**src/rtl/result_fifo_pkg.sv**
```systemverilog
// Shared parameters and helpers for the result FIFO reader.
// Holds the DEPTH legality check and the occupancy width derivation.
package result_fifo_pkg;

    localparam int RESULT_WIDTH_DEF = 32;

    function automatic bit depth_ok(input int d);
        return (d >= 2) && (d <= 1024) && ((d & (d - 1)) == 0);
    endfunction

    function automatic int count_width(input int d);
        return $clog2(d) + 1;
    endfunction

endpackage

```
**src/rtl/result_ring_buffer.sv**
```systemverilog
// Circular buffer with first-word-fall-through head read.
// Callers only present push/pop when they are legal for the current occupancy.
module result_ring_buffer
    import result_fifo_pkg::*;
#(
    parameter int DEPTH = 16,
    parameter int WIDTH = RESULT_WIDTH_DEF,
    parameter int CW    = count_width(DEPTH)
) (
    input  logic             clock,
    input  logic             resetn,
    input  logic             flush,
    input  logic             push,
    input  logic [WIDTH-1:0] push_data,
    input  logic             pop,
    output logic [WIDTH-1:0] head_data,
    output logic [CW-1:0]    count
);

    localparam int AW = $clog2(DEPTH);

    logic [AW-1:0]    wr_ptr;
    logic [AW-1:0]    rd_ptr;
    logic [WIDTH-1:0] mem [DEPTH];

    always_ff @(posedge clock or negedge resetn) begin
        if (!resetn) begin
            wr_ptr <= '0;
            rd_ptr <= '0;
            count  <= '0;
        end else if (flush) begin
            wr_ptr <= '0;
            rd_ptr <= '0;
            count  <= '0;
        end else begin
            if (push) wr_ptr <= wr_ptr + AW'(1);
            if (pop)  rd_ptr <= rd_ptr + AW'(1);
            case ({push, pop})
                2'b10:   count <= count + CW'(1);
                2'b01:   count <= count - CW'(1);
                default: count <= count;
            endcase
        end
    end

    // Storage is deliberately left unreset so it can map to distributed RAM.
    always_ff @(posedge clock) begin
        if (push && !flush) mem[wr_ptr] <= push_data;
    end

    assign head_data = mem[rd_ptr];

endmodule

```
**src/rtl/result_fifo_reader.sv**
```systemverilog
// Captures sequencer result words on WrReq rising edges and serves them
// to the bus as a valid/ready read port with occupancy and overflow status.
module result_fifo_reader
    import result_fifo_pkg::*;
#(
    parameter int DEPTH          = 16,
    parameter int RESULT_WIDTH   = RESULT_WIDTH_DEF,
    parameter int BUS_DATA_WIDTH = 32,
    parameter int COUNT_WIDTH    = count_width(DEPTH)
) (
    input  logic                      clock,
    input  logic                      resetn,
    input  logic [RESULT_WIDTH-1:0]   rFIFO_data,
    input  logic                      rFIFO_WrReq,
    input  logic                      init,
    output logic [BUS_DATA_WIDTH-1:0] bus_rd_data,
    output logic                      bus_rd_valid,
    input  logic                      bus_rd_ready,
    output logic [COUNT_WIDTH-1:0]    count,
    output logic                      full,
    output logic                      overflow,
    input  logic                      clear_overflow,
    output logic [31:0]               words_total
);

    generate
        if (!depth_ok(DEPTH)) begin : g_bad_depth
            $error("result_fifo_reader: DEPTH must be a power of two in 2..1024");
        end
        if (BUS_DATA_WIDTH != RESULT_WIDTH) begin : g_bad_width
            $error("result_fifo_reader: BUS_DATA_WIDTH must equal RESULT_WIDTH");
        end
    endgenerate

    localparam logic [COUNT_WIDTH-1:0] FULL_COUNT = COUNT_WIDTH'(DEPTH);

    logic wrreq_d;
    logic push_req;
    logic pop;
    logic push;
    logic drop;
    logic [RESULT_WIDTH-1:0] head_data;

    assign push_req     = rFIFO_WrReq & ~wrreq_d;
    assign bus_rd_valid = (count != '0);
    assign full         = (count == FULL_COUNT);
    assign pop          = bus_rd_valid & bus_rd_ready;
    // A pop frees the slot in the same cycle, so a full buffer still accepts.
    assign push         = push_req & (~full | pop);
    assign drop         = push_req & full & ~pop;
    assign bus_rd_data  = head_data;

    result_ring_buffer #(
        .DEPTH (DEPTH),
        .WIDTH (RESULT_WIDTH),
        .CW    (COUNT_WIDTH)
    ) u_ring (
        .clock     (clock),
        .resetn    (resetn),
        .flush     (init),
        .push      (push),
        .push_data (rFIFO_data),
        .pop       (pop),
        .head_data (head_data),
        .count     (count)
    );

    always_ff @(posedge clock or negedge resetn) begin
        if (!resetn) begin
            wrreq_d     <= 1'b0;
            overflow    <= 1'b0;
            words_total <= '0;
        end else begin
            wrreq_d <= rFIFO_WrReq;
            if (init) begin
                overflow    <= 1'b0;
                words_total <= '0;
            end else begin
                if (drop)                overflow <= 1'b1;
                else if (clear_overflow) overflow <= 1'b0;
                if (push) words_total <= words_total + 32'd1;
            end
        end
    end

endmodule

```
**config.mk**
```make
export PLATFORM = sky130hd
export DESIGN_NAME = result_fifo_reader
export DESIGN_NICKNAME = d
export VERILOG_FILES = /design/src/rtl/result_fifo_pkg.sv /design/src/rtl/result_ring_buffer.sv /design/src/rtl/result_fifo_reader.sv
export SDC_FILE = /design/constraint.sdc
export NUM_CORES = 1
export LEC_CHECK = 0
export CORE_MARGIN = 3
export CORE_UTILIZATION = 60
export DETAILED_ROUTE_END_ITERATION = 8
export HOLD_SLACK_MARGIN = 0.05
export MAX_ROUTING_LAYER = met4
export PLACE_DENSITY = 0.82
export SLEW_MARGIN = 25
export SYNTH_ARGS = -nofsm -noshare
export SYNTH_HDL_FRONTEND = slang
export SYNTH_SLANG_ARGS = --single-unit
```
**constraint.sdc**
```tcl
create_clock -name clock -period 4.6 [get_ports clock]
set_clock_uncertainty 0.2 [all_clocks]
set_input_delay 0.92 -clock clock [delete_from_list [all_inputs] [get_ports clock]]
set_output_delay 0.92 -clock clock [all_outputs]
set_load 0.005 [all_outputs]
```
=== Word level (Yosys, flattened, before mapping) ===
Memories as Yosys holds them, arrays and structs flattened.
Index checks and enable logic that the tools add are counted.

* Output and inout bits: 72
* Input bits: 38
* Register bits after elaboration: 47
* Bits in writable memories: 512
* Memories kept: 1
* Logic and storage cells: 44

{| class="wikitable"
|+ Memories
! name !! depth !! width !! read ports !! clocked after Yosys merged registers in !! wr ports !! RTL line !! source
|-
| u_ring.mem || 16 || 32 || 1 || 0 || 1 || result_ring_buffer.sv:24 || <nowiki>logic [WIDTH-1:0] mem [DEPTH];</nowiki>
|}

* $add $sub $neg: 5
* Equality and inequality tests: 3
* Bitwise logic cells: 9
* Reductions and logical operators: 7
* Mux-type cells: 13

{| class="wikitable"
|+ Operators with widths
! kind !! number
|-
| 32-bit two-way mux || 2
|-
| 32-bit by 1-bit adder with 32-bit output, second input constant || 1
|-
| 4-bit two-way mux || 4
|-
| 5-bit one-hot mux with 2 select lines || 1
|-
| 4-bit by 1-bit adder with 4-bit output, second input constant || 2
|-
| 3-bit nonzero test || 2
|-
| 5-bit by 1-bit adder with 5-bit output, second input constant || 1
|-
| 1-bit bitwise AND || 5
|-
| 5-bit equality test, second input constant || 1
|-
| 1-bit two-way mux || 5
|-
| 5-bit two-way mux || 1
|-
| 5-bit nonzero test || 1
|-
| 5-bit by 1-bit subtractor with 5-bit output, second input constant || 1
|-
| 2-bit nonzero test || 2
|-
| 1-bit NOT || 3
|-
| 2-bit by 1-bit equality test with 1-bit output, second input constant || 1
|-
| 2-bit equality test, second input constant || 1
|-
| 1-bit logical AND || 1
|-
| 1-bit logical NOT || 1
|-
| 1-bit bitwise OR || 1
|}

=== Depth between registers and ports, before layout ===
Gate-level depths: netlist of the first run.

* Depth after elaboration: 7
* Mapped depth: 9
* Depth with buffers taken out: 9

=== By module ===
A second synthesis of the first run with hierarchy kept.

* Cells, all modules: 1,091
* Area, all modules: 21,936.0 um^2

{| class="wikitable"
|+ By module, submodules not included
! module !! times used !! cells each !! seq. area each (um^2) !! area each (um^2)
|-
| result_ring_buffer || 1 || 881 || 15,700.1 || 19,985.4
|-
| result_fifo_reader || 1 || 210 || 850.8 || 1,950.6
|}

=== Least setup slack after synthesis of the first run ===
No wires, ideal clock.

* Path type: in2reg
* From: input port rFIFO_WrReq
* To: memory u_ring.mem[12][0] in the netlist's numbering (enable)
* Slack: 0.861 ns
* Setup time: 0.421 ns
* Stages: 5
* Arrival time: 3.117 ns
* Cell sequence: nand2b_1 > a21oi_1 > clkbuf_1 > nand2_1 > nor2_1

* Word-level cells in the longest chain between the ends: 5

{| class="wikitable"
|+ RTL lines
! what !! RTL line !! source
|-
| from (decl) || result_fifo_reader.sv:14 || <nowiki>input logic rFIFO_WrReq,</nowiki>
|-
| 1-bit bitwise AND || result_fifo_reader.sv:44 || <nowiki>assign push_req = rFIFO_WrReq & ~wrreq_d;</nowiki>
|-
| 1-bit bitwise AND || result_fifo_reader.sv:49 || <nowiki>assign push = push_req & (~full | pop);</nowiki>
|-
| 1-bit logical AND || result_ring_buffer.sv:48 || <nowiki>if (push && !flush) mem[wr_ptr] <= push_data;</nowiki>
|-
| 1-bit two-way mux || result_ring_buffer.sv:48 ||
|-
| 1-bit two-way mux (implied by the code) || result_ring_buffer.sv:48 ||
|-
| to (decl) || result_ring_buffer.sv:24 ||
|}

Every way passes these cells.

=== Final worst setup path of the first run ===
* From: register u_ring.rd_ptr[0]
* To: output port bus_rd_data[26]

* Word-level cells in the longest chain between the ends: 1

{| class="wikitable"
|+ RTL lines
! what !! RTL line !! source
|-
| from (decl) || result_ring_buffer.sv:23 || <nowiki>logic [AW-1:0] rd_ptr;</nowiki>
|-
| from (signal assigned) || result_ring_buffer.sv:37 || <nowiki>if (pop) rd_ptr <= rd_ptr + AW'(1);</nowiki>
|-
| memory 16 x 32 bit || -- ||
|-
| to (decl) || result_fifo_reader.sv:16 || <nowiki>output logic [BUS_DATA_WIDTH-1:0] bus_rd_data,</nowiki>
|}

Every way passes these cells.

==> impl_results.md, run 1 <==
* Status: completed
* Vias in the first global route at 11600
* Hold crit path type: primary input to async pin
* Vias after detailed routing at 11000
* Final min period at 4.43 ns
* Final setup vio count at 0
* Sum Neg Setup Slack at 0 ns
* Share of the yosys chip area belonging to registers at 76.1%
* Synth unique cells at 44
* Slew HR at 50.5%
* Routed length per placed instance at 30.1 microns
* Fin nets at 1206
* CP max stage cell: dfrtp_4
* Reg-to-reg slack, setup at 1.62 ns
* F_max at 0.226 GHz
* Clk buf depth at 3
* YS warnings at 0
* Net Switching at 2.66 mW
* Initial core utilization at 61.0%
* Flop pwr share at 48.5%
* Initial antenna violation count at 2
* Worst Path Max Fanout at 22
* Die area at 38600 sq um
* IO Pins at 110
* Worst setup margin at 0.172 ns
* Leak at 7.96 nW
* VDD IR max at 286 uV
* Power per cell area at 461 nW/um^2
* RSZ-0062 raised after global routing: no
* Switching Share at 22.6%
* PortBufs at 109
* CTS clk-pin slew, worst paths at 0.06 ns
* H-tree depth at 2
* Post-CTS setup buffer count at 0
* Crit path DAT at 3.31 ns
* Setup crit end kind: primary output
* Post-synthesis instance area at 21800 sq um
* Largest stage delay, worst path at 0.74 ns
* Final Max Slew Viols at 0
* DR DRC count at 0
* Mapped Cells at 1002
* Dpl ws at 0.816 ns
* Most frequent cells in the layout: edfxtp_1, mux4_2, clkdlybuf4s50_1, clkbuf_16, dfrtp_1
* Die width at 196 microns
* Post-detailed-route count of antenna-violating nets at 0
* Comb pwr share at 14.4%
* Max-cap violations at 0
* DR vias/cell at 6.60
* Root Driver: clkbuf_16
* Placer congestion estimate at 0.797
* Final Power at 11.8 mW
* Commonest non-fill, non-tap cell in the layout: edfxtp_1
* Slew @ Worst Pin at 0.737 ns
* Die height at 196 microns
* Pint at 9.10 mW
* CP bufs+invs at 2
* CTS Hold Bufs at 0
* CTS tree: yes
* Fin. Hold Viols at 0
* Largest net degree at the start of global routing at 48
* CP startpoint kind: flop
* Post-DP HPWL at 26000 microns
* DRT iter0 DRCs at 1064
* Period utilization at 96.3%
* # rows at 69
* PostCTS Resize Cnt at 0
* Num CTS Buffers at 52
* Share of post-route cells with drive strength above 1 at 25.2%
* First-pass GRT wire length at 74600 microns
* Clk pwr share at 37.1%
* Core Region at 35700 sq um
* Sink Count at 559
* Area Growth Syn to Fin at 17.2%
* Post-synthesis register bit count at 559
* WL final at 50000 microns
* Global Route Usage Sum at 27.5%
* Critical Path Most Common Cell: mux4_2
* Gr ovfl total at 0
* Clk_lat worst skew at 0.58 ns
* CP Class: flop to primary output
* CP cell instances: buf_4, mux4_2, mux4_2, clkdlybuf4s50_1
* Req. time, crit path at 3.48 ns
* Number of detailed-route iterations in the first pass at 5
* Delay-heaviest family, CP: multiplexers
* Syn_nets at 1050
* Post-Syn Area per Cell at 21.7 sq um
## routing by layer
layer  track usage (%)  routed length, microns  share of wire, %  vias up
met4              10.2                    1740               3.5        0
met1              35.9                   18800                38     5767
met3              6.27                    4070               8.1      117
met2              43.5                   25400                51      614
met5                 -                       0                 0        -
li1                  -                       -                 -     4465
## synthesized netlist by cell type
cell,number,area [sq um]
nor2b_1,3,18.8
a21o_4,1,15.0
and4b_1,1,10.0
mux2i_1,4,40.0
o21a_1,1,7.51
nand2_1,22,82.6
buf_1,4,15.0
buf_2,11,55.1
and2_1,1,6.26
edfxtp_1,512,15400
a21oi_1,16,80.1
a32oi_1,1,8.76
a211oi_1,1,7.51
xnor2_1,21,184
o211ai_1,2,15.0
nor2_1,55,206
nor4_2,1,12.5
or4b_1,2,20.0
o21ai_0,11,55.1
nor3_1,12,60.1
and3_1,2,12.5
a2111o_1,1,11.3
or2_2,1,6.26
mux2_1,1,11.3
nand4_1,7,43.8
mux4_2,160,3600
fa_1,1,20.0
a21o_1,1,7.51
nand3b_1,1,7.51
clkbuf_1,31,116
dfrtp_1,47,1180
a21boi_2,1,11.3
nor2b_4,1,13.8
inv_1,13,48.8
ha_1,9,113
buf_6,1,11.3
nor4_1,5,31.3
or4_1,2,15.0
and4_1,1,8.76
or3_1,12,75.1
xor2_1,7,61.3
nand3_1,10,50.1
a31oi_1,2,12.5
nand2b_1,3,18.8
## through the flow
step                      utilization [%]  cell area (sq um)  hold slack [ns]  cells
final                                71.5              25500            0.226   1662
after global routing                 71.5              25500            0.267   1662
after CTS                            71.5              25500            0.225   1660
after detailed placement             66.7              23800            0.308   1565
after global placement               66.7              23800            0.314   1565
after floorplan                         -              21800            0.297   1002
## cell type report
class                           count  area (sq um)
Clock inverter                     28           323
Tap cell                          461           577
Clock buffer                       67          1400
Antenna cell                        2          5.00
Sequential cell                   559         16600
Fill cell                        1951         10100
Inverter                           13          48.8
Timing Repair Buffer              149          1510
Multi-Input combinational cell    383          5080
## cell families (layout without fill, tap and decap cells)
family                   Yosys count  after routing  share of synthesized area (%)
other                              0              2                              0
AO/OA/AOI/OAI                     38             38                           1.06
AND/OR/NAND/NOR                  142            142                           3.21
adder cells (fa/ha/maj)           10             10                          0.609
multiplexers                     165            165                           16.8
buffers and inverters             60            257                           1.13
flip-flops                       559            559                           76.1
XOR/XNOR                          28             28                           1.13
## final timing paths
kind	startpoint	endpoint	cells after the start
hold reg to reg	overflow	overflow	2
setup / recovery	u_ring.rd_ptr[0]	bus_rd_data[26]	4
hold / removal	resetn	u_ring.count[2]	2
setup reg to reg	u_ring.count[1]	u_ring.count[4]	9
max in group asynchronous	resetn	u_ring.rd_ptr[0]	2
min in group clock	overflow	overflow	2
## sequential cells by signal, indices dropped and copies added, names as in the netlist
name,flops
overflow,1
u_ring.count,5
u_ring.mem,512
u_ring.rd_ptr,4
u_ring.wr_ptr,4
words_total,32
wrreq_d,1
## power by group through the flow
stage          Sequential, mW  Clock (mW)  Combinational (mW)
4_1_cts                  5.71        4.41                1.72
3_3_place_gp             5.81           0                1.64
6_report                 5.71        4.36                1.69
5_1_grt                  5.72        4.59                1.82
3_5_place_dp             5.81           0                1.68
2_1_floorplan            5.73           0                1.14
Power figures use the tool's default switching activity.
==> inputs of run 2 (changes only) <==
--- a/config.mk
+++ b/config.mk
@@ -8,6 +8,7 @@
 export CORE_MARGIN = 3
 export CORE_UTILIZATION = 60
 export DETAILED_ROUTE_END_ITERATION = 8
+export GPL_TIMING_DRIVEN = 0
 export HOLD_SLACK_MARGIN = 0.05
 export MAX_ROUTING_LAYER = met4
 export PLACE_DENSITY = 0.82
==> run 2 against run 1 <==
Against the previous run:
- via count rose by 4.3%
- wire length grew 8.8%
- critical path depth grew 2
- sequential power fell by 1%
- clock power shrank 5.0%
- die area did not move
- total power down 0.72%
- count of clock-buffer cells in the layout grew 4
- non-clock buffer count increased by 34
- register-to-register slack got worse by 0.32 ns
- design area is 1.8% higher
- critical path type unchanged
==> impl_results.md, run 2 (synthesized netlist as in run 1, its figures left out) <==
* Status: completed
* IO Pins at 110
* Biggest regs: u_ring.mem: 512 flops, words_total: 32 flops, u_ring.count: 5 flops
* Root Driver: clkbuf_16
* Period utilization at 98.4%
* Largest register FFs at 512
* Num CTS Buffers at 53
* H-tree depth at 2
* Sink Count at 559
* CP startpoint kind: flop
* Req. time, crit path at 3.48 ns
* Final Max Slew Viols at 0
* Commonest non-fill, non-tap cell in the layout: edfxtp_1
* CP Class: flop to primary output
* F_max at 0.221 GHz
* WHS at 0.160 ns
* Most frequent cells in the layout: edfxtp_1, mux4_2, clkdlybuf4s50_1, clkbuf_16, dfrtp_1
* Placer congestion estimate at 0.833
* Die height at 196 microns
* DR DRC count at 0
* VDD IR max at 313 uV
* Worst Path Max Fanout at 10
* Initial antenna violation count at 1
* Leak at 8.14 nW
* Gr ovfl total at 0
* Final cell count without fillers at 1695
* Fin nets at 1241
* Largest net degree at the start of global routing at 48
* Post-DP HPWL at 31800 microns
* CP cell instances: clkbuf_1, buf_4, buf_4, mux4_2, mux4_2, clkdlybuf4s50_1
* Clk_lat worst skew at 0.58 ns
* Die area at 38600 sq um
* Post-detailed-route count of antenna-violating nets at 0
* Fin. Hold Viols at 0
* Hold crit path type: primary input to async pin
* Slew HR at 32.4%
* Clk buf depth at 3
* DR vias/cell at 6.75
* # rows at 69
* Share of post-route cells with drive strength above 1 at 25.1%
* Fin area at 26000 sq um
* Global Route Usage Sum at 30.0%
* CTS clk-pin slew, worst paths at 0.06 ns
* DRT iter0 DRCs at 1383
* Largest stage delay, worst path at 0.58 ns
* Die width at 196 microns
* Final min period at 4.53 ns
* Setup crit end kind: primary output
* Core Region at 35700 sq um
* PortBufs at 109
* Vias after detailed routing at 11400
* Slew @ Worst Pin at 1.01 ns
* WL final at 54400 microns
* First-pass GRT wire length at 80900 microns
* Routed length per placed instance at 32.1 microns
* Register bank with the most flops: u_ring.mem
* Vias in the first global route at 12100
* CP max stage cell: mux4_2
* Power per cell area at 450 nW/um^2
* RSZ-0062 raised after global routing: yes
* Final Power at 11.7 mW
* Final setup vio count at 0
* Crit path DAT at 3.41 ns
* CTS tree: yes
* Area Growth Syn to Fin at 19.3%
* Max-cap violations at 0
* Number of detailed-route iterations in the first pass at 5
* Initial core utilization at 61.0%
* Placed Area at 24200 sq um
* Placed insts at 1599
==> run 2: changes by cell type in the layout (fill, tap and decap cells not counted), moves of 3 or more <==
cell / previous run / this run
buf_4: 30 / 7
buf_16: 0 / 22
clkbuf_1: 12 / 28
clkbuf_2: 0 / 14
buf_12: 10 / 4
buf_6: 0 / 6
bufinv_16: 7 / 1
clkinv_1: 7 / 12
clkinvlp_4: 5 / 1
dfrtp_1: 43 / 47
clkdlybuf4s15_2: 0 / 3
==> run 2: layer usage <==
metal / up-vias / wire (microns) / GRT usage [%] / part of all wire (%)
met5: - / 0 / - / 0
met3: 127 / 5260 / 6.50 / 9.7
met2: 791 / 27400 / 48.0 / 50
met1: 5975 / 20000 / 39.6 / 37
met4: 0 / 1770 / 9.48 / 3.2
li1: 4540 / - / - / -
==> run 2: repair_timing <==
action,CTS,global route
hold buffers,0,0
setup endpoints to repair,32,13
resized for setup,32,4
setup buffers,0,0
==> run 2: worst paths after layout <==
check | startpoint | to | slack [ns] | depth (start not counted)
setup / recovery | u_ring.rd_ptr[0] | bus_rd_data[12] | 0.07 | 6
hold / removal | resetn | u_ring.count[4] | 0.16 | 1
setup reg to reg | u_ring.count[4] | u_ring.mem[12][13] | 1.30 | 7
hold reg to reg | overflow | overflow | 0.33 | 2
max in group asynchronous | resetn | words_total[12] | 3.63 | 1
min in group clock | overflow | overflow | 0.33 | 2
==> run 2: area by class of cell <==
cell class / instances / area, sq um
timing repair buffer: 136 / 1790
inverter: 13 / 48.8
fill: 1894 / 9700
multi-input combinational: 383 / 5080
clock buffer: 71 / 1470
tap: 461 / 577
clock inverter: 24 / 148
antenna: 1 / 2.50
buffer: 47 / 285
sequential: 559 / 16600
==> run 2: worst max-delay path, delay by kind of cell, from the launching register on <==
family	cells	cell delay, ns
buf+inv	4	1.33
mux	2	1.10
flops	1	0.38
==> run 2: power by group <==
part	internal, mW	switching [mW]
registers	5.59	0.0435
clock network	2.29	1.84
logic	0.989	0.918
==> run 2: stage by stage <==
step | util (%) | setup slack, ns | TNS (ns)
floorplan | - | 0.861 | 0
global placement | 65.7 | -1.57 | -702.37
detailed placement | 68.0 | 0.245 | 0
CTS | 72.8 | 0.0318 | 0
global route | 72.8 | -0.00201 | -0.00287
finish | 72.8 | 0.0726 | 0
==> inputs of run 3 (changes only) <==
--- a/config.mk
+++ b/config.mk
@@ -7,6 +7,7 @@
 export LEC_CHECK = 0
 export CORE_MARGIN = 3
 export CORE_UTILIZATION = 60
+export CTS_CLUSTER_DIAMETER = 80
 export DETAILED_ROUTE_END_ITERATION = 8
 export GPL_TIMING_DRIVEN = 0
 export HOLD_SLACK_MARGIN = 0.05
==> results of run 3 <==
No change in the layout: final DEF, timing and power equal those of run 2.
